--- src/rtl/vc_random_delay_ctrl.sv ---
// vc_random_delay_ctrl: one-entry val/rdy stage that holds every accepted
// message for a pseudo-random number of cycles before offering it downstream.
// The delay comes from an internal 32-bit xorshift-style PRNG. The PRNG
// advances only when a message is accepted.
// Optional feature: define VC_RANDOM_DELAY_CTRL_STATS_EN to add the 32-bit
// stall_count output. It counts cycles spent in WAIT, plus cycles in SEND
// while out_rdy is low.
module vc_random_delay_ctrl #(
    parameter int unsigned p_msg_nbits   = 32,
    parameter int unsigned p_delay_nbits = 3,
    parameter logic [31:0] p_seed        = 32'hdeadbeef
) (
    input  logic                   clk,
    input  logic                   reset,
    input  logic                   in_val,
    output logic                   in_rdy,
    input  logic [p_msg_nbits-1:0] in_msg,
    output logic                   out_val,
    input  logic                   out_rdy,
    output logic [p_msg_nbits-1:0] out_msg
`ifdef VC_RANDOM_DELAY_CTRL_STATS_EN
    ,
    output logic [31:0]            stall_count
`else
`endif
);

    typedef enum logic [1:0] {
        ST_IDLE = 2'd0,
        ST_WAIT = 2'd1,
        ST_SEND = 2'd2
    } state_e;

    localparam logic [p_delay_nbits-1:0] cnt_one_c = p_delay_nbits'(1);

    state_e                   state_q, state_d;
    logic [p_delay_nbits-1:0] cnt_q, cnt_d;
    logic [p_msg_nbits-1:0]   msg_q, msg_d;
    logic [31:0]              prng_q, prng_d;
    logic [p_delay_nbits-1:0] delay_s;

    // Next PRNG value: t = (r >> 17) ^ r, then t ^ (t << 15).
    function automatic logic [31:0] prng_next(input logic [31:0] r);
        logic [31:0] t;
        t = (r >> 5'd17) ^ r;
        return t ^ (t << 5'd15);
    endfunction

    // Fold the low 31 bits of r into one delay value by XORing every whole
    // p_delay_nbits-wide slice. Bit 31 is never used, and neither is a
    // partial top slice.
    function automatic logic [p_delay_nbits-1:0] delay_of(input logic [31:0] r);
        logic [p_delay_nbits-1:0] d;
        d = r[p_delay_nbits-1:0];
        for (int i = 2 * p_delay_nbits - 1; i < 31; i = i + p_delay_nbits) begin
            d = d ^ r[i -: p_delay_nbits];
        end
        return d;
    endfunction

    assign delay_s = delay_of(prng_q);

    // Every output is decoded from registered state only, so nothing passes
    // combinationally from an input to an output.
    assign in_rdy  = (state_q == ST_IDLE);
    assign out_val = (state_q == ST_SEND);
    assign out_msg = msg_q;

    // State, counter, message and PRNG registers; reset drops any held message.
    always_ff @(posedge clk or posedge reset) begin
        if (reset) begin
            state_q <= ST_IDLE;
            cnt_q   <= '0;
            msg_q   <= '0;
            prng_q  <= p_seed;
        end else begin
            state_q <= state_d;
            cnt_q   <= cnt_d;
            msg_q   <= msg_d;
            prng_q  <= prng_d;
        end
    end

    // Next-state logic: accept in IDLE, count down in WAIT, hold in SEND until the handshake.
    always_comb begin
        state_d = state_q;
        cnt_d   = cnt_q;
        msg_d   = msg_q;
        prng_d  = prng_q;
        case (state_q)
            ST_IDLE: begin
                if (in_val) begin
                    msg_d  = in_msg;
                    prng_d = prng_next(prng_q);
                    if (delay_s == '0) begin
                        state_d = ST_SEND;
                    end else begin
                        state_d = ST_WAIT;
                        cnt_d   = delay_s;
                    end
                end else begin
                    state_d = ST_IDLE;
                end
            end
            ST_WAIT: begin
                cnt_d = cnt_q - cnt_one_c;
                if (cnt_q == cnt_one_c) begin
                    state_d = ST_SEND;
                end else begin
                    state_d = ST_WAIT;
                end
            end
            ST_SEND: begin
                if (out_rdy) begin
                    state_d = ST_IDLE;
                end else begin
                    state_d = ST_SEND;
                end
            end
            default: begin
                state_d = ST_IDLE;
                cnt_d   = '0;
            end
        endcase
    end

`ifdef VC_RANDOM_DELAY_CTRL_STATS_EN
    logic [31:0] stall_count_q, stall_count_d;

    assign stall_count = stall_count_q;

    // Stall counter: count WAIT cycles and back-pressured SEND cycles, wrapping at 2^32.
    always_comb begin
        stall_count_d = stall_count_q;
        if ((state_q == ST_WAIT) || ((state_q == ST_SEND) && !out_rdy)) begin
            stall_count_d = stall_count_q + 32'd1;
        end else begin
            stall_count_d = stall_count_q;
        end
    end

    // Stall counter register.
    always_ff @(posedge clk or posedge reset) begin
        if (reset) begin
            stall_count_q <= 32'd0;
        end else begin
            stall_count_q <= stall_count_d;
        end
    end
`else
`endif

endmodule

--- config.mk ---
export PLATFORM = sky130hd
export DESIGN_NAME = vc_random_delay_ctrl
export DESIGN_NICKNAME = d
export VERILOG_FILES = /design/src/rtl/vc_random_delay_ctrl.sv
export SDC_FILE = /design/constraint.sdc
export NUM_CORES = 1
export LEC_CHECK = 0
export CORE_ASPECT_RATIO = 1.2
export CORE_MARGIN = 10
export CORE_UTILIZATION = 55
export CTS_CLUSTER_DIAMETER = 30
export DETAILED_ROUTE_END_ITERATION = 10
export DONT_BUFFER_PORTS = 1
export GPL_TIMING_DRIVEN = 0
export PLACE_DENSITY_LB_ADDON = 0.25
export SYNTH_ARGS = -nofsm -noshare
export SYNTH_HDL_FRONTEND = slang
export SYNTH_SLANG_ARGS = --single-unit
--- constraint.sdc ---
create_clock -name clk -period 3.1 [get_ports clk]
set_input_delay 0.62 -clock clk [delete_from_list [all_inputs] [get_ports clk]]
set_output_delay 0.62 -clock clk [all_outputs]
set_load 0.02 [all_outputs]
==> summary.txt, run 1 <==
Die
  • Die area: a little over 9000 um2
  • Core ar.: 5630 um2
  • Initial Util: 0.565
  • Cell Rows: 30
  • IO Count: 70
  • Die width: around 90 um
  • DIE HEIGHT: between 100 and 150 um

GRT
  • Vias in the first global route: around 2,100
  • GRT Total Usage: 0.140
  • First-pass GRT wire length: 9.94 mm
  • Grt total ovfl: 0
  • Initial antenna violation count: 0
  • Largest net degree at the start of global routing: 70

Timing
  • Worst clock skew: a little over 8 ps
  • Final worst path period share: 0.686
  • Final hold vios: 0
  • Max Clk Rate: 0.470 GHz
  • RSZ-0062 raised after global routing: false
  • Setup TNS: 0 ps
  • Final-report setup violation count: 0
  • Worst Max-Slew Pin Slew: roughly 820 ps
  • Max-slew headroom: 0.455
  • Worst Slack Setup Final: about 1000 ps
  • Max Slew Vio Count: 0
  • Crit path time final: around 2100 ps

Cells and area
  • Layout cells sized above 1: 0.147
  • Synthesis-to-layout area growth: 9.20%
  • Filler Cell Count: slightly below 500
  • Fin cells: between 300 and 400
  • Nets: 360
  • FF/Latch Area: between 1500 and 2000 um2
  • Antenna Cells: 0
  • Area of the multi-input gates: approximately 1400 um2
  • Layout Utilization: 0.617

Synth
  • Synth Net Count: ~350
  • Sequential area share after synthesis: 0.552
  • Asr flop ratio synth: 1.00
  • Avg Cell Area, Syn: around 10 um2
  • EDFF count, synth: 0
  • Post-Syn Instances: ~310
  • Netlist cell types: 26
  • Commonest cells in the netlist: 130 x nand2_1, 49 x xnor2_1, 45 x dfrtp_1
  • Post-synthesis register bit count: 69
  • Most common cell in the netlist: nand2_1
  • Synth top area cells: dfrtp_1 35%, dfstp_2 20%, nand2_1 15%
  • Top_reg_cell synth: dfrtp_1
  • Post-synth top area cell: dfrtp_1
  • Synth top area share: 0.354
  • Yosys synthesis warning count: 0
  • Synthesized cell area: ~3200 um2

Setup path
  • WP buf/inv: 0
  • Crit. End Element: flop
  • Critical Path AT: about 2300 ps
  • Delay-heaviest family, CP: XOR/XNOR gates
  • Critical Path Start Type: flop
  • Worst Path Required: 3300 ps
  • CP Cell Sequence: xor2_1 > xnor3_1 > xnor2_1 > a2111oi_2 > o32ai_1
  • Crit-path max cell delay: around 570 ps
  • Setup Crit Path Kind: flop to flop
  • Worst-path fanout max: 3
  • CP max stage cell: dfstp_2

Power
  • Peak VDD IR: roughly 0.0003 V
  • Pwr dens: 630 nW/um2
  • Cell leakage power: ~1.6 nW

Placed design
  • Placed insts: 375
  • DP HPWL: 4.58 mm
  • # port buffers: 0
  • Placement Setup Slack: approximately 960 ps
  • GPL Wtd Cong: about 0.85

Clock tree
  • # H-tree levels: 3
  • CTS Sinks: 69
  • CTS resizes: 0
  • CTS tree: yes
  • Num CTS Buffers: 9
  • Worst skew pair latency: 340 ps
  • Post-CTS Setup Inserts: 0
  • Clk buf depth: 2
  • Hold_buf cts: 0
  • Root buffer cell: clkbuf_8
  • Reg clk slew, reported paths: about 70 ps

Detailed routing
  • WL/cell: 15.8 um
  • Drt first pass iters: 4
  • Post-DRT Antenna Nets: 0
  • DRC Markers: 0
  • Vias per inst: 5.21
  • Via count: around 2,000
  • DRT iter0 DRCs: 84
  • Final WL: around 6 mm

Hold path
  • Worst Hold Class: primary input to async pin

Status
  • Status: finished clean

Flow run
  • Max_cap viols: 0
## registers in the layout, summed over array words and instances (netlist names)
register / flops
cnt_q: 3
out_msg: 32
prng_q: 32
state_q: 2
## per-layer routing
layer  GRT usage  part of all wire  wire length (um)
met5           0                 0                 0
met4      0.0784             0.020               125
met3      0.0431             0.099               610
met2       0.233              0.49              3030
met1       0.156              0.39              2390
## cell usage in the layout, fill, tap and decap left out
master,instances
xor2_1,19
xnor2_2,3
o21ai_0,1
a2111oi_2,1
clkbuf_1,5
a21oi_1,2
o22ai_1,2
nor2b_1,3
nand2_1,130
inv_1,5
buf_1,5
nor2_1,3
clkinv_4,1
nor3_2,1
nor3_1,1
nand2b_1,1
dfstp_2,24
dfrtp_1,45
clkbuf_8,11
a31o_2,1
inv_4,1
clkinv_2,1
bufinv_16,1
a311o_1,1
o32ai_1,1
clkinvlp_4,2
a221o_1,1
o31ai_1,1
xnor3_1,2
ha_1,2
xnor3_2,1
xnor2_1,49
## final cells by class
cell class | count | area share
Buffer | 10 | 0.0108
Clock buffer | 11 | 0.0436
Clock inverter | 5 | 0.0169
Inverter | 6 | 0.00720
Multi-Input combinational cell | 226 | 0.393
Sequential cell | 69 | 0.506
Tap cell | 64 | 0.0230
## cell families (layout without fill, tap and decap cells)
logic type | count (synthesis) | count (layout) | synth area share
AOI/OAI and AO/OA | 11 | 11 | 0.0275
xor gates and xnor gates | 74 | 74 | 0.224
adders and majority gates | 2 | 2 | 0.00786
buffers and inverters | 16 | 32 | 0.0189
DFF | 69 | 69 | 0.552
and+or+nand+nor | 139 | 139 | 0.169
## worst reg2reg max path, stage by stage, from the launching register on
cell and delay [ps]:
dfstp_2 570, xor2_1 220, xnor3_1 470, xnor2_1 190, a2111oi_2 350, o32ai_1 170
## per-stage QoR
step	hold WS [ps]	total power, W	cell area (um2)
global route	380	0.00231	3470
detailed placement	498	0.00147	3260
floorplan	483	0.00138	3180
CTS	341	0.00222	3470
finish	320	0.00219	3470
global placement	492	0.00145	3260
## final timing paths
check	endpoint	cells after the start	start	slack, ps
setup reg to reg	cnt_q[0]	5	prng_q[16]	970
hold reg to reg	prng_q[13]	2	prng_q[30]	510
setup / recovery	cnt_q[0]	5	prng_q[16]	970
min in group clk	out_msg[17]	2	in_msg[17]	380
max in group asynchronous	prng_q[22]	1	reset	2250
hold / removal	out_msg[19]	1	reset	320
## where the power goes
group / internal (W) / switching, W
sequential: 0.00101 / 0.000209
combinational: 0.0000765 / 0.000143
clock: 0.000415 / 0.000335
total: 0.00150 / 0.000688
Note: power is estimated with default switching activity, not from simulation.
==> run 2, diff against run 1 <==
==> constraint.sdc (replaced) <==
create_clock -name clk -period 2.1 [get_ports clk]
set_input_delay 0.42 -clock clk [delete_from_list [all_inputs] [get_ports clk]]
set_output_delay 0.42 -clock clk [all_outputs]
set_load 0.02 [all_outputs]
==> summary.txt, run 2 (synthesized netlist as in run 1, its figures left out) <==
Power
  • Comb power frac: 0.100 (about the same)
  • Pwr dens: 950 nW/um2 (+51%)
  • Peak VDD IR: 0.000415 V (+34%)
  • Switching portion of total power: 0.304 (-0.00944)
  • Cell leakage power: 1.67 nW (+2.0%)
  • Power share of the clock group: 0.366 (+0.024)
  • Sequential Power Share: 0.535 (-0.022)
  • Internal power: 0.00235 W (+56%)
  • Switch Pwr: 0.00103 W (+50%)

Cells and area
  • Synthesis-to-layout area growth: 11.7%
  • Most frequent cells in the layout: 130 x nand2_1, 49 x xnor2_1, 45 x dfrtp_1
  • Filler Cell Count: 464 (-4.1%)
  • Fin cells: 392 (+0.26%)
  • Nets: 361 (+0.28%)
  • Layout cells sized above 1: 0.159 (+0.0117)
  • Antenna Cells: 0 (unchanged)
  • Area of the multi-input gates: 1400 um2 (+2.3%)
  • Commonest non-fill, non-tap cell in the layout: nand2_1
  • FF/Latch Area: 1760 um2 (unchanged)

GRT
  • Largest net degree at the start of global routing: 38 (-46%)
  • Initial antenna violation count: 0 (unchanged)
  • Grt total ovfl: 0 (unchanged)
  • Vias in the first global route: 2,027 (-2.3%)
  • First-pass GRT wire length: 9.94 mm (about the same)
  • GRT Total Usage: 0.142 (+0.00126)

Die
  • DIE HEIGHT: 103 um (unchanged)
  • Die area: 9240 um2 (unchanged)
  • Initial Util: 0.565 (unchanged)
  • Core ar.: 5630 um2 (unchanged)
  • IO Count: 70 (unchanged)
  • Die width: 89.4 um (unchanged)
  • Cell Rows: 30 (unchanged)

Placed design
  • GPL Wtd Cong: 0.840 (-0.72%)
  • # port buffers: 0 (unchanged)
  • Placed insts: 376 (+0.27%)
  • Placement Setup Slack: 44.5 ps (-917 ps)
  • DP HPWL: 4.60 mm (+0.37%)

Clock tree
  • Root buffer cell: clkbuf_8
  • # H-tree levels: 3 (unchanged)
  • Reg clk slew, reported paths: 80 ps (about the same)
  • Clk buf depth: 2 (unchanged)
  • Worst skew pair latency: 340 ps (about the same)
  • Num CTS Buffers: 9 (unchanged)
  • CTS tree: yes
  • Post-CTS Setup Inserts: 0 (unchanged)
  • CTS Sinks: 69 (unchanged)
  • CTS resizes: 0 (unchanged)
  • Hold_buf cts: 0 (unchanged)

Detailed routing
  • Via count: 2,061 (+1.1%)
  • Drt first pass iters: 4 (unchanged)
  • DRT iter0 DRCs: 41 (-51%)
  • Final WL: 6.27 mm (+1.9%)
  • WL/cell: 16.0 um (+1.6%)
  • Post-DRT Antenna Nets: 0 (unchanged)
  • Vias per inst: 5.26 (+0.82%)
  • DRC Markers: 0 (unchanged)

Timing
  • Crit path time final: 2070 ps (-61.8 ps)
  • Worst clock skew: 11.1 ps (+2.88 ps)
  • Final hold vios: 0 (unchanged)
  • Max Clk Rate: 0.484 GHz (+3.0%)
  • Worst Slack Setup Final: 34.7 ps (-938 ps)
  • Final worst path period share: 0.983 (+0.297)
  • Max-slew headroom: 0.528 (+0.0731)
  • Final-report setup violation count: 0 (unchanged)
  • Worst Max-Slew Pin Slew: 707 ps (-111 ps)
  • RSZ-0062 raised after global routing: true
  • Max Slew Vio Count: 0 (unchanged)

Setup path
  • Critical Path Start Type: flop
  • Worst reg2reg startpoint: prng_q[15]
  • Crit. End Element: flop
  • Worst reg-to-reg path cell count: 5 (unchanged)
  • Crit Reg-Reg Endpoint: cnt_q[2]
  • Worst-path fanout max: 4 (+1)
  • Setup Crit Path Kind: flop to flop
  • Worst Path Required: 2320 ps (-980 ps)
  • R2R Setup Slk: 30 ps (-940 ps)
  • CP Launch Point: prng_q[15]
  • Critical Path AT: 2280 ps (-40 ps)

Flow run
  • Max_cap viols: 0 (unchanged)

Hold path
  • Worst Hold Class: primary input to async pin

Status
  • Status: finished clean
==> run 2: cell types whose count changed in the layout (fill, tap and decap cells not counted) <==
cell	before	now
a2111oi_2	1	0
a2111oi_4	0	1
buf_1	5	3
buf_12	0	1
bufinv_16	1	2
clkbuf_2	0	2
clkinv_4	1	2
clkinvlp_4	2	1
inv_4	1	0
o32ai_1	1	0
o32ai_2	0	1
xnor2_2	3	2
xnor2_4	0	1
==> run 2: stage by stage <==
step                TNS [ps]  utilization  hold slack, ps  power, W  cell area [um2]
finish                     0        0.631            53.3   0.00338             3550
global route            -114        0.631            96.9   0.00356             3550
CTS                        0        0.625            69.3   0.00341             3520
detailed placement         0        0.584             440   0.00217             3290
global placement           0        0.580             494   0.00214             3270
floorplan                  0            -             483   0.00204             3190
==> run 2: layer usage <==
metal	part of all wire	global-route usage
met2	0.49	0.229
met3	0.090	0.0415
met1	0.41	0.165
met4	0.013	0.0772
met5	0	0
==> run 2: worst max-delay path, stage by stage, from the launching register on <==
cell and delay [ps]:
dfstp_2 580, xnor2_1 140, xnor3_1 500, xnor2_4 270, nor3_2 100, a311o_1 350
==> run 2: power by group through the flow <==
stage	Combinational (W)	Clock, W	Sequential [W]
after floorplan	0.000262	0	0.00178
after global placement	0.000319	0	0.00182
after detailed placement	0.000337	0	0.00183
after CTS	0.000340	0.00126	0.00181
after global routing	0.000400	0.00133	0.00183
final	0.000337	0.00123	0.00181
==> run 2: cell type report <==
| cell class | instances | share of cell area |
|---|---|---|
| Clock buffer | 11 | 0.0426 |
| Clock inverter | 5 | 0.0232 |
| Sequential cell | 69 | 0.494 |
| Multi-Input combinational cell | 226 | 0.393 |
| Timing Repair Buffer | 1 | 0.00563 |
| Tap cell | 64 | 0.0225 |
| Buffer | 10 | 0.0113 |
| Inverter | 6 | 0.00739 |
==> run 2: worst max path at each step <==
stage / end / slack (ps) / cells past startpoint
2_1_floorplan: cnt_q[2] / 210 / 5
3_3_place_gp: cnt_q[2] / 20 / 5
3_5_place_dp: cnt_q[2] / 40 / 5
4_1_cts: prng_q[27] / 10 / 5
5_1_grt: cnt_q[0] / -40 / 5
6_report: cnt_q[2] / 30 / 5
